**src/rtl/vrf_port_if.sv**
```systemverilog
// vrf_port_if: requester-side bus of the VRF port arbiter
// Signals are named from the arbiter's point of view; the slave modport is the arbiter,
// the master modport is the set of requesters. addr_i/wdata_i are packed per requester.
interface vrf_port_if #(
    parameter int NumReq    = 2,
    parameter int VLEN      = 128,
    parameter int AddrWidth = 5
);
    logic [NumReq-1:0]           req_i;
    logic [NumReq-1:0]           we_i;
    logic [NumReq-1:0]           lock_i;
    logic [NumReq*AddrWidth-1:0] addr_i;
    logic [NumReq*VLEN-1:0]      wdata_i;
    logic [NumReq-1:0]           gnt_o;
    logic [NumReq-1:0]           rvalid_o;
    logic [VLEN-1:0]             rdata_o;
    modport master (output req_i, we_i, lock_i, addr_i, wdata_i, input gnt_o, rvalid_o, rdata_o);
    modport slave  (input req_i, we_i, lock_i, addr_i, wdata_i, output gnt_o, rvalid_o, rdata_o);
endinterface

```
**src/rtl/vrf_port_arbiter.sv**
```systemverilog
// vrf_port_arbiter: round-robin arbiter with ownership lock for the single-port VRF RAM
// Ports: clk_i/rst_i (sync active-high reset), bus (vrf_port_if.slave: req/we/lock/addr/wdata in,
// gnt/rvalid/rdata out), ram_req_o/ram_we_o/ram_addr_o/ram_wdata_o/ram_rdata_i to ram_1p,
// perf_grants_o/perf_stall_o counters present only when VRF_ARB_PERF_EN is defined.
module vrf_port_arbiter #(
    parameter int NumReq    = 2,
    parameter int VLEN      = 128,
    parameter int AddrWidth = 5,
    parameter int MaxLock   = 8
) (
    input  logic                 clk_i,
    input  logic                 rst_i,
    vrf_port_if.slave            bus,
    output logic                 ram_req_o,
    output logic                 ram_we_o,
    output logic [AddrWidth-1:0] ram_addr_o,
    output logic [VLEN-1:0]      ram_wdata_o,
    input  logic [VLEN-1:0]      ram_rdata_i,
    output logic [31:0]          perf_grants_o,
    output logic [31:0]          perf_stall_o
);
    localparam int IdxW = $clog2(NumReq);
    localparam int CntW = $clog2(MaxLock + 1);
    typedef enum logic {ARB_OPEN, ARB_LOCKED} state_e;
    state_e            state_q, state_d;
    logic [IdxW-1:0]   owner_q, owner_d, rr_ptr_q, rr_ptr_d, gnt_idx;
    logic [CntW-1:0]   lock_cnt_q, lock_cnt_d;
    logic [NumReq-1:0] rd_pend_q;
    logic              any_gnt;
    function automatic logic [IdxW-1:0] rr_add(input logic [IdxW-1:0] p, input int n);
        return IdxW'((int'(p) + n) % NumReq);
    endfunction
    // Scan from the lowest priority to the highest so the last hit is the winner.
    always_comb begin
        gnt_idx = owner_q;
        any_gnt = 1'b0;
        if (state_q == ARB_LOCKED) any_gnt = bus.req_i[owner_q];
        else
            for (int i = NumReq - 1; i >= 0; i--)
                if (bus.req_i[rr_add(rr_ptr_q, i)]) begin
                    gnt_idx = rr_add(rr_ptr_q, i);
                    any_gnt = 1'b1;
                end
        if (rst_i) any_gnt = 1'b0;
    end
    // The lock counter includes the grant cycle, so ownership never exceeds MaxLock cycles
    // and MaxLock = 1 never leaves ARB_OPEN.
    always_comb begin
        state_d    = state_q;
        owner_d    = owner_q;
        rr_ptr_d   = rr_ptr_q;
        lock_cnt_d = lock_cnt_q;
        if (state_q == ARB_OPEN) begin
            if (any_gnt) begin
                rr_ptr_d = rr_add(gnt_idx, 1);
                if (bus.lock_i[gnt_idx] && MaxLock > 1) begin
                    state_d    = ARB_LOCKED;
                    owner_d    = gnt_idx;
                    lock_cnt_d = CntW'(1);
                end
            end
        end else begin
            lock_cnt_d = lock_cnt_q + 1'b1;
            if (!bus.lock_i[owner_q] || lock_cnt_d == CntW'(MaxLock)) begin
                state_d    = ARB_OPEN;
                rr_ptr_d   = rr_add(owner_q, 1);
                lock_cnt_d = '0;
            end
        end
    end
    always_ff @(posedge clk_i) begin
        if (rst_i) begin
            state_q    <= ARB_OPEN;
            owner_q    <= '0;
            rr_ptr_q   <= '0;
            lock_cnt_q <= '0;
            rd_pend_q  <= '0;
        end else begin
            state_q    <= state_d;
            owner_q    <= owner_d;
            rr_ptr_q   <= rr_ptr_d;
            lock_cnt_q <= lock_cnt_d;
            rd_pend_q  <= bus.gnt_o & ~bus.we_i;
        end
    end
    assign bus.gnt_o    = any_gnt ? NumReq'(1) << gnt_idx : '0;
    assign bus.rvalid_o = rst_i ? '0 : rd_pend_q;
    assign bus.rdata_o  = rst_i ? '0 : ram_rdata_i;
    assign ram_req_o    = any_gnt;
    assign ram_we_o     = any_gnt & bus.we_i[gnt_idx];
    assign ram_addr_o   = any_gnt ? bus.addr_i[gnt_idx*AddrWidth +: AddrWidth] : '0;
    assign ram_wdata_o  = any_gnt ? bus.wdata_i[gnt_idx*VLEN +: VLEN] : '0;
`ifdef VRF_ARB_PERF_EN
    logic [31:0] perf_grants_q, perf_stall_q;
    always_ff @(posedge clk_i) begin
        if (rst_i) begin
            perf_grants_q <= '0;
            perf_stall_q  <= '0;
        end else begin
            perf_grants_q <= perf_grants_q + 32'(any_gnt);
            perf_stall_q  <= perf_stall_q + 32'(|(bus.req_i & ~bus.gnt_o));
        end
    end
    assign perf_grants_o = perf_grants_q;
    assign perf_stall_o  = perf_stall_q;
`else
    assign perf_grants_o = '0;
    assign perf_stall_o  = '0;
`endif
endmodule

```
**src/flat_wrapper.sv**
```systemverilog
// flat-port wrapper written by rule: the top's interface ports become plain ports
module vrf_port_arbiter_flat 
#(
    parameter int NumReq    = 2,
    parameter int VLEN      = 128,
    parameter int AddrWidth = 5,
    parameter int MaxLock   = 8
)
  (clk_i, rst_i, ram_req_o, ram_we_o, ram_addr_o, ram_wdata_o, ram_rdata_i, perf_grants_o, perf_stall_o, bus_req_i, bus_we_i, bus_lock_i, bus_addr_i, bus_wdata_i, bus_gnt_o, bus_rvalid_o, bus_rdata_o);
  vrf_port_if #(.NumReq(NumReq), .VLEN(VLEN), .AddrWidth(AddrWidth)) bus_i ();
  input  logic clk_i;
  input  logic rst_i;
  output logic ram_req_o;
  output logic ram_we_o;
  output logic [AddrWidth-1:0] ram_addr_o;
  output logic [VLEN-1:0] ram_wdata_o;
  input  logic [VLEN-1:0] ram_rdata_i;
  output logic [31:0] perf_grants_o;
  output logic [31:0] perf_stall_o;
  input wire logic [$bits(bus_i.req_i)-1:0] bus_req_i;
  input wire logic [$bits(bus_i.we_i)-1:0] bus_we_i;
  input wire logic [$bits(bus_i.lock_i)-1:0] bus_lock_i;
  input wire logic [$bits(bus_i.addr_i)-1:0] bus_addr_i;
  input wire logic [$bits(bus_i.wdata_i)-1:0] bus_wdata_i;
  output wire logic [$bits(bus_i.gnt_o)-1:0] bus_gnt_o;
  output wire logic [$bits(bus_i.rvalid_o)-1:0] bus_rvalid_o;
  output wire logic [$bits(bus_i.rdata_o)-1:0] bus_rdata_o;
  assign bus_i.req_i = bus_req_i;
  assign bus_i.we_i = bus_we_i;
  assign bus_i.lock_i = bus_lock_i;
  assign bus_i.addr_i = bus_addr_i;
  assign bus_i.wdata_i = bus_wdata_i;
  assign bus_gnt_o = bus_i.gnt_o;
  assign bus_rvalid_o = bus_i.rvalid_o;
  assign bus_rdata_o = bus_i.rdata_o;
  vrf_port_arbiter #(.NumReq(NumReq), .VLEN(VLEN), .AddrWidth(AddrWidth), .MaxLock(MaxLock)) u_core (.clk_i(clk_i), .rst_i(rst_i), .bus(bus_i), .ram_req_o(ram_req_o), .ram_we_o(ram_we_o), .ram_addr_o(ram_addr_o), .ram_wdata_o(ram_wdata_o), .ram_rdata_i(ram_rdata_i), .perf_grants_o(perf_grants_o), .perf_stall_o(perf_stall_o));
endmodule
```
**config.mk**
```make
export PLATFORM = sky130hd
export DESIGN_NAME = vrf_port_arbiter_flat
export DESIGN_NICKNAME = d
export VERILOG_FILES = /design/src/rtl/vrf_port_if.sv /design/src/rtl/vrf_port_arbiter.sv /design/src/flat_wrapper.sv
export SDC_FILE = /design/constraint.sdc
export NUM_CORES = 1
export LEC_CHECK = 0
export CAP_MARGIN = 25
export CORE_AREA = 10 10 281 283
export DETAILED_ROUTE_END_ITERATION = 7
export DIE_AREA = 0 0 291 293
export DONT_BUFFER_PORTS = 1
export PLACE_DENSITY = 0.3
export SKIP_CTS_REPAIR_TIMING = 1
export SLEW_MARGIN = 30
export SYNTH_ARGS = -nofsm -noshare
export SYNTH_HDL_FRONTEND = slang
export SYNTH_SLANG_ARGS = --single-unit
```
**constraint.sdc**
```tcl
create_clock -name clk_i -period 3.65 [get_ports clk_i]
set_input_delay 0.1825 -clock clk_i [delete_from_list [all_inputs] [get_ports clk_i]]
set_output_delay 0.1825 -clock clk_i [all_outputs]
set_load 0.1 [all_outputs]
```
## Yosys cells after proc, flatten, opt, wreduce, memory -nomap -nowiden

Cells that the tools add are included.
Widths: inputs -> output; s select.

| word-level totals | value |
|---|---|
| register bits after elaboration | 9 |
| output and inout bits | 331 |

| operators by class | value |
|---|---|
| add/subtract/negate cells | 4 |
| multipliers | 1 |
| order comparisons | 4 |
| equal/unequal tests | 2 |
| shift-type cells | 3 |
| multiplexer cells | 35 |
| bitwise logic cells | 4 |
| reduce and logical (&&, ||, !) cells | 7 |

Operator list:

| kind | count |
|---|---|
| $mux 128 | 2 |
| $shiftx 256x9->128 | 1 |
| $mux 1 | 26 |
| $mux 4 | 4 |
| $shiftx 10x5->5 | 1 |
| $lt 1x2->1 const B | 4 |
| $mux 5 | 1 |
| $add 4x1->4 const B | 1 |
| $eq 4x4->1 const B | 1 |
| $mul 1x3->4 const B | 1 |
| $mux 2 | 2 |
| $reduce_and 2->1 | 2 |
| $reduce_bool 2->1 | 2 |
| $add 1x1->1 const B | 3 |
| $reduce_and 3->1 | 1 |
| $and 2x2->2 | 1 |
| $ne 2x2->1 const B | 1 |
| $not 2->2 | 1 |
| $shl 1x1->2 const A | 1 |
| $and 1x1->1 | 1 |
| $logic_not 1->1 | 1 |
| $logic_or 1x1->1 | 1 |
| $not 1->1 | 1 |

## Logic depth before layout (Yosys ltp)

Gate-level depths: netlist of the first run.

| logic depth | value |
|---|---|
| depth in word-level cells | 11 |
| mapped depth | 7 |

## Worst setup path after synthesis of the first run

OpenSTA, ideal clock, no wires.

| path | value |
|---|---|
| kind | register to output |
| start | register u_core.state_q |
| end | output port ram_req_o |
| arrival | 2.688 ns |
| data required time | 3.467 ns |
| slack | 0.780 ns |
| stages on the path, launching flop included | 5 |
| path buffers | 1 |
| path through | dfxtp_1 > buf_2 > nand2b_1 > a21oi_1 > nor3_1 |

| on the way | value |
|---|---|
| longest elaborated chain between the ends | 2 |

Ends and longest elaborated chain:

| what | line | text |
|---|---|---|
| from (decl) | vrf_port_arbiter.sv:25 | `state_e state_q, state_d;` |
| from (signal assigned) | vrf_port_arbiter.sv:79 | `state_q <= state_d;` |
| $mux 1 | vrf_port_arbiter.sv:37 | `if (state_q == ARB_LOCKED) any_gnt = bus.req_i[owner_q];` |
| $mux 1 | vrf_port_arbiter.sv:44 | `if (rst_i) any_gnt = 1'b0;` |
| to (decl) | flat_wrapper.sv:13 | `output logic ram_req_o;` |

Every way passes these cells.

## Worst setup path in the final report of the first run

| path | value |
|---|---|
| start | register u_core.state_q |
| end | output port ram_wdata_o[67] |

| on the way | value |
|---|---|
| longest elaborated chain between the ends | 3 |
| elaborated cells on any way between the ends | 5 |

Ends and longest elaborated chain:

| what | line | text |
|---|---|---|
| $mux 1 | vrf_port_arbiter.sv:37 |  |
| $shiftx 256x9->128 / $mux 1 (equally long branches) | vrf_port_arbiter.sv:92, vrf_port_arbiter.sv:44 |  |
| $mux 128 * | vrf_port_arbiter.sv:92 | `assign ram_wdata_o = any_gnt ? bus.wdata_i[gnt_idx*VLEN +: VLEN] : '0;` |
| to (decl) | flat_wrapper.sv:16 | `output logic [VLEN-1:0] ram_wdata_o;` |

Every way passes the cells marked *; elsewhere a longest branch is shown, timed or not.

==> flow_metrics.tcl, run 1 <==
set metrics [dict create \
    drtIter0Drc 193 \
    fin_crit_sh 0.766 \
    reg2reg_from "u_core.state_q" \
    use_met3 0.0500 \
    dp_slack_ns 1.15 \
    ys.flop_type "dfxtp_1" \
    endpoint_kind "output pin" \
    fin_nets 944 \
    netlist_instances 435 \
    first_pass_iters 5 \
    die_w_um 291 \
    status "completed" \
    postPlaceCellArea_um2 6100 \
    top_usage_layer "met2" \
    grt_max_degree 142 \
    antenna_found_initial 17 \
    leakagePower_nw 2.63 \
    overflow 0 \
    crit_required_ns 3.47 \
    fin_area_um2 6210 \
    port_buffers 0 \
    worst_hold_path.endpoint "u_core.rd_pend_q[1]" \
    die-height_um 293 \
    drv_cap 0 \
    ys_seq_area_frac 0.0561 \
    timing_worst_slew_pin_value_ns 1.06 \
    globalRouteMet2Util 0.103 \
    seqCellArea_um2 180 \
    cp_slowest_stage_delay_ns 0.56 \
    cts.clk_slew.worst_paths_ns 0.04 \
    crit_type "reg2out" \
    grtUsageTotal 0.0613 \
    fmax_ghz 0.358 \
    drive_above_1_share 0.531 \
    cts_max_path_buffers 2 \
    worst_slack_ns 0.853 \
    numCtsBuffers 3 \
    dieArea_um2 85300 \
    irDropWorstVdd_mv 0.154 \
    grt_pass1_vias 4221 \
    r2r.worst_path.cells 6 \
    final-setup-viol-count 0 \
    ys_types 37 \
    synth-warning-count 0 \
    critPathSlowestCell "dfxtp_1" \
    fin_skew_ns 0.00270 \
    start_util 0.0436 \
    rr_endpoint "u_core.owner_q" \
    num_rows 100 \
    crit_chain "nor2b_1 -> a2111oi_4 -> buf_12 -> a22o_1 -> buf_4" \
    hp-class "in2reg" \
    syn_avg_cell_area_um2 7.38 \
    coreArea_um2 73600 \
    gpl.final_weighted_congestion 0.812 \
    path_max_fanout 134 \
    ant_nets 0 \
    multiInputGateArea_um2 3540 \
    grt.met1_usage 0.0568 \
    slew_headroom 0.296 \
    hold_violations 0 \
    synth_edf_count 0 \
    drcViolationCount 0 \
    insertion_delay_ns 0.24 \
    wire_per_inst_um 19.1 \
    hpwl_um 26300 \
    arrival_ns 2.61 \
    slew_violations 0 \
    regToRegSetupSlack_ns 1.26 \
    vias 3948 \
    routed_wirelength_um 29100 \
    cts_tree "done" \
    rsz0062_at_grt "false" \
    fill_cells 8562 \
    synth_seq_cells 9 \
    power.density_nw_per_um2 421 \
    cts_root_buf "clkbuf_16" \
    grt_pass1_wl_um 37700 \
    hold-path-cell-count 1 \
    start_kind "flip-flop" \
    ys_async_sr_fraction 0 \
    ioPinCount 733 \
    finalSetupTns_ns 0 \
    syn-cell-area_um2 3210 \
    viasPerCell 2.60 \
    syn_to_final_growth_pct 93.3 \
    cts_sinks 9 \
    cts_htree_levels 1 \
    min_period_ns 2.80 \
    min-delay-start "bus_we_i[1]" \
    whs_ns 0.0147 \
]
sequential cells by signal, summed over array words and instances, names as in the netlist:
signal / cells
u_core.rr_ptr_q: 1
u_core.state_q: 1
u_core.lock_cnt_q: 4
u_core.owner_q: 1
u_core.rd_pend_q: 2
where the power goes:
part / internal, mW / total (mW) / switching, mW
registers: 0.104 / 0.112 / 0.00799
clock network: 0.145 / 0.196 / 0.0517
logic: 0.375 / 2.30 / 1.93
total: 0.623 / 2.61 / 1.99
critical path: cells and delay by family (launching register included):
kind,cells,cell delay (ns)
DFF,1,0.56
AOI/OAI and AO/OA,2,0.75
and+or+nand+nor,1,0.15
buffers and inverters,2,0.76
synth_stat cells, types with 2 or more instances:
| cell type | n | area, um^2 |
|---|---|---|
| buf_2 | 17 | 85.1 |
| nor2_1 | 8 | 30.0 |
| inv_1 | 3 | 11.3 |
| buf_4 | 66 | 495 |
| clkbuf_1 | 24 | 90.1 |
| nor2b_1 | 134 | 838 |
| a22o_1 | 135 | 1180 |
| buf_1 | 3 | 11.3 |
| dfxtp_1 | 9 | 180 |
| o21ai_0 | 2 | 10.0 |
| a21oi_1 | 4 | 20.0 |
| nand2_1 | 3 | 11.3 |
| nor3_1 | 2 | 10.0 |
| ha_1 | 2 | 25.0 |
placed cells by master (no fill, tap or decap), types with 4 or more instances in the layout:
cell type,n
buf_4,144
nor2_1,8
dfxtp_1,9
nor2b_2,6
nor2b_4,124
conb_1,64
a21oi_1,4
a22o_1,135
nor2b_1,4
diode_2,12
stage by stage:
step	cells	utilization	total power, mW
floorplan	498	-	2.13
global placement	1504	0.0744	2.37
CTS	1508	0.0839	2.63
detailed placement	1504	0.0829	2.43
finish	1520	0.0844	2.61
global route	1517	0.0843	2.67
worst max path at each step:
stage | startpoint | to | slack, ns
after floorplan | u_core.state_q | ram_req_o | 0.78
after global placement | u_core.state_q | ram_wdata_o[127] | 1.21
after detailed placement | u_core.state_q | ram_wdata_o[126] | 1.15
after CTS | u_core.state_q | ram_wdata_o[126] | 0.88
after global routing | u_core.state_q | ram_wdata_o[67] | 0.70
final | u_core.state_q | ram_wdata_o[67] | 0.85
logic make-up after synthesis:
kind of cell,Yosys count,share of synthesized area
AOI/OAI and AO/OA,157,0.427
adders and majority gates,2,0.00779
buffers and inverters,113,0.216
DFF,9,0.0561
muxes,1,0.00351
other,1,0.00117
and+or+nand+nor,152,0.289
cell type report:
cell class,instances,share of cell area
clock inverters,1,0.000806
multi-input cells,376,0.570
flip-flops and latches,9,0.0290
repair buffers,147,0.186
clock buffers,3,0.0121
diodes,12,0.00484
well taps,969,0.195
inverters,3,0.00181
metal layers:
metal / vias to the layer above / part of all wire
met4: 8 / 0.0096
met5: - / 0.0021
met1: 1806 / 0.33
met3: 16 / 0.17
li1: 1675 / -
met2: 443 / 0.49
Power figures use the tool's default switching activity.
==> inputs of run 2 (changes only) <==
- clock period: 3.65 -> 2.62 ns (I/O delays scaled with it)
==> flow_metrics.tcl, run 2 (synthesis gave the netlist of run 1 again) <==
set metrics [dict create \
    gpl.final_weighted_congestion 0.782 \
    critPathLaunch "u_core.state_q" \
    start_util 0.0436 \
    hp-class "in2reg" \
    grt_pass1_wl_um 44600 \
    status "completed" \
    cts_htree_levels 1 \
    insertion_delay_ns 0.24 \
    die_w_um 291 \
    cts_tree "done" \
    drcViolationCount 0 \
    fin_crit_sh 0.926 \
    hpwl_um 31600 \
    cts_max_path_buffers 2 \
    port_buffers 0 \
    coreArea_um2 73600 \
    num_rows 100 \
    crit_type "reg2out" \
    slew_violations 0 \
    slew_headroom 0.491 \
    mostFrequentLayoutCell "buf_12" \
    drive_above_1_share 0.619 \
    dieArea_um2 85300 \
    antenna_cells 0 \
    start_kind "flip-flop" \
    finalSetupTns_ns 0 \
    power.density_nw_per_um2 515 \
    vias 4534 \
    largest_reg_flops 4 \
    fin_skew_ns 0.00516 \
    first_pass_iters 5 \
    regToRegSetupSlack_ns 0.65 \
    fin_nets 1075 \
    ant_nets 0 \
    final_cells 1639 \
    leakagePower_nw 3.28 \
    viasPerCell 2.77 \
    grtUsageTotal 0.0735 \
    reg_top3 "u_core.lock_cnt_q (4), u_core.rd_pend_q (2)" \
    arrival_ns 2.29 \
    min-delay-start "rst_i" \
    min_period_ns 2.43 \
    cts.clk_slew.worst_paths_ns 0.05 \
    syn_to_final_growth_pct 158 \
    crit_required_ns 2.49 \
    cts_sinks 9 \
    grt_max_degree 142 \
    timing_worst_slew_pin_value_ns 0.762 \
    drv_cap 0 \
    ioPinCount 733 \
    irDropWorstVdd_mv 0.171 \
    grt_pass1_vias 4896 \
    overflow 0 \
    drtIter0Drc 258 \
    numCtsBuffers 3 \
    routed_wirelength_um 34800 \
    path_max_fanout 34 \
    antenna_found_initial 17 \
    top_register "u_core.lock_cnt_q" \
    fmax_ghz 0.412 \
    cts_root_buf "clkbuf_16" \
    placed_cells 1631 \
    wire_per_inst_um 21.2 \
    die-height_um 293 \
    final-setup-viol-count 0 \
    final_cell_mix "138 x buf_12, 134 x a22o_1, 134 x buf_4" \
    reg2reg_from "u_core.state_q" \
    rsz0062_at_grt "false" \
    endpoint_kind "output pin" \
    hold_violations 0 \
]
run 2: cell count changes in the layout (fill, tap and decap cells not counted), sizes merged:
cell	previous run	this run
diode	12	0
clkbuf	3	4
buf	147	274
dlygate4sd3	0	3
run 2: stage by stage:
stage | util | instance area, um^2 | power (mW) | hold slack (ns) | worst slack (ns)
after global routing | 0.113 | 8300 | 4.38 | 0.0326 | 0.0497
final | 0.113 | 8300 | 4.27 | 0.0458 | 0.195
after floorplan | - | 3450 | 2.97 | 0.203 | 0.0542
after global placement | 0.111 | 8150 | 4.00 | 0.209 | 0.340
after detailed placement | 0.111 | 8150 | 4.00 | 0.208 | 0.306
after CTS | 0.112 | 8230 | 4.30 | -0.0468 | 0.0410
run 2: per-layer routing:
| layer | share of wire | global-route usage | vias up |
|---|---|---|---|
| met3 | 0.15 | 0.0519 | 28 |
| met4 | 0.0041 | 0.00302 | 16 |
| met5 | 0.0030 | 0 | - |
| li1 | - | - | 1920 |
| met1 | 0.30 | 0.0637 | 2078 |
| met2 | 0.54 | 0.142 | 492 |
run 2: final timing paths:
check,endpoint,cells after the start
worst max register to register,u_core.owner_q,6
worst max-delay path,ram_wdata_o[19],6
worst min-delay path,u_core.lock_cnt_q[1],1
worst min register to register,u_core.lock_cnt_q[2],2
run 2: layout make-up:
class                   instances  area [um^2]
fillers                      8432        65300
repair buffers                278         3880
multi-input cells             376         2940
well taps                     969         1210
flip-flops and latches          9          180
clock buffers                   3         75.1
inverters                       3         11.3
clock inverters                 1         5.00
run 2: critical path, cell delays in order, from the launching register on:
cell	delay (ns)
dfxtp_1	0.46
nor2b_1	0.13
a2111oi_4	0.46
buf_12	0.27
buf_16	0.22
a22o_1	0.27
buf_12	0.20
run 2: power by group:
| group | internal [mW] | switching [mW] |
|---|---|---|
| combinational | 0.987 | 2.85 |
| clock | 0.203 | 0.0809 |
| sequential | 0.144 | 0.00999 |
==> inputs of run 3 (changes only) <==
--- a/config.mk
+++ b/config.mk
@@ -12,3 +12,5 @@
 export DONT_BUFFER_PORTS = 1
+export GPL_TIMING_DRIVEN = 0
 export PLACE_DENSITY = 0.3
+export SETUP_SLACK_MARGIN = 0.2
 export SKIP_CTS_REPAIR_TIMING = 1
==> constraint.sdc (replaced) <==
create_clock -name clk_i -period 2.62 [get_ports clk_i]
set_input_delay 0.262 -clock clk_i [delete_from_list [all_inputs] [get_ports clk_i]]
set_output_delay 0.262 -clock clk_i [all_outputs]
set_load 0.1 [all_outputs]
==> flow_metrics.tcl, run 3 (synthesis gave the netlist of run 1 again) <==
set metrics [dict create \
    status "completed" \
    critPathSlowestCell "a22o_4" \
    min-delay-start "bus_we_i[1]" \
    final_cell_mix "130 x nor2b_4, 129 x a22o_4, 71 x buf_4" \
    cts.clk_slew.worst_paths_ns 0.07 \
    vias 3808 \
    hold_violations 0 \
    path_buf_inv 3 \
    drive_above_1_share 0.762 \
    timing_worst_slew_pin_value_ns 0.748 \
    arrival_ns 2.14 \
    fin_nets 910 \
    min_period_ns 2.40 \
    drtIter0Drc 174 \
    path_max_fanout 10 \
    fmax_ghz 0.417 \
    mostFrequentLayoutCell "nor2b_4" \
    cts_max_path_buffers 2 \
    grt_pass1_vias 4249 \
    cts_sinks 9 \
    insertion_delay_ns 0.28 \
    power.density_nw_per_um2 560 \
    irDropWorstVdd_mv 0.187 \
    fin_skew_ns 0.0163 \
    hp-class "in2reg" \
    grt_max_degree 11 \
    crit_required_ns 2.36 \
    endpoint_kind "output pin" \
    rsz0062_at_grt "true" \
    drcViolationCount 0 \
    slew_headroom 0.500 \
    start_util 0.0436 \
    coreArea_um2 73600 \
    grt_pass1_wl_um 40200 \
    reg_top3 "u_core.lock_cnt_q (4), u_core.rd_pend_q (2)" \
    dieArea_um2 85300 \
    fill_cells 8471 \
    fin_crit_sh 0.916 \
    syn_to_final_growth_pct 121 \
    cts_tree "done" \
    numCtsBuffers 3 \
    cts_root_buf "clkbuf_16" \
    power_mw 3.97 \
    num_rows 100 \
    crit_chain "and2_1 -> a2111oi_4 -> buf_4 -> buf_6 -> buf_12 -> a22o_4" \
    critPathLaunch "u_core.owner_q" \
    gpl.final_weighted_congestion 0.759 \
    wire_per_inst_um 21.7 \
    final_cells 1477 \
    worst_slack_ns 0.220 \
    die-height_um 293 \
    hpwl_um 28900 \
    dp_slack_ns -0.636 \
    port_buffers 0 \
    leakagePower_nw 3.16 \
    crit_family "buffers and inverters" \
    grtUsageTotal 0.0658 \
    fin_util 0.0965 \
    placed_cells 1468 \
    crit_type "reg2out" \
    antenna_found_initial 7 \
    whs_ns 0.0487 \
    cts_htree_levels 1 \
    viasPerCell 2.58 \
    ant_nets 0 \
    largest_reg_flops 4 \
    start_kind "flip-flop" \
    reg2reg_from "u_core.lock_cnt_q[0]" \
    die_w_um 291 \
    slew_violations 0 \
    overflow 0 \
    top_register "u_core.lock_cnt_q" \
    drv_cap 0 \
    routed_wirelength_um 32100 \
    first_pass_iters 4 \
    cp_slowest_stage_delay_ns 0.36 \
    final-setup-viol-count 0 \
    ioPinCount 733 \
]
-- run 3: cell count changes in the layout (fill, tap and decap cells not counted), moves of 8 or more --
cell      delta
buf_4       -63
nor2b_4    +129
nor2b_2    -129
clkbuf_2    +15
a22o_4     +128
clkbuf_4     +8
a22o_1     -133
buf_12     -136
buf_6       +12
-- run 3: per-stage QoR --
step	setup TNS, ns	cell area [um^2]
3_5_place_dp	-35.77	5730
3_3_place_gp	-45.95	4670
6_report	0	7100
2_1_floorplan	0	3460
4_1_cts	-75.49	5810
5_1_grt	0	7100
-- run 3: final timing paths --
| path | to | slack [ns] | cells past startpoint |
|---|---|---|---|
| setup / recovery | ram_wdata_o[126] | 0.22 | 6 |
| hold / removal | u_core.rd_pend_q[1] | 0.05 | 1 |
| setup reg to reg | u_core.rr_ptr_q | 0.76 | 6 |
| hold reg to reg | u_core.owner_q | 0.55 | 2 |
-- run 3: layout make-up --
type | count | area (um^2) | share of cell area
Multi-Input combinational cell | 376 | 4710 | 0.663
Timing Repair Buffer | 3 | 42.5 | 0.00599
Sequential cell | 9 | 180 | 0.0254
Buffer | 110 | 857 | 0.121
Tap cell | 969 | 1210 | 0.171
Antenna cell | 3 | 7.51 | 0.00106
Clock buffer | 3 | 75.1 | 0.0106
Clock inverter | 1 | 5.00 | 0.000705
Inverter | 3 | 11.3 | 0.00159
-- run 3: power by group --
part           leakage (nW)  switching [mW]  internal [mW]
sequential           0.0734         0.00844          0.144
clock                0.0409           0.141          0.206
combinational          3.04            2.85          0.619
total                  3.16            3.00          0.969
-- run 3: worst reg2reg max path, delay by kind of cell (launching register included) --
family          cells  cell delay (ns)
compound gates      5             1.02
flops               1             0.43
fa+ha+maj           1             0.31
-- run 3: per-layer routing --
layer,vias to the layer above,wire length [um],track usage
met5,-,9,0
li1,1605,-,-
met1,1739,10100,0.0580
met3,20,3740,0.0388
met2,442,17700,0.125
met4,2,508,0.0166
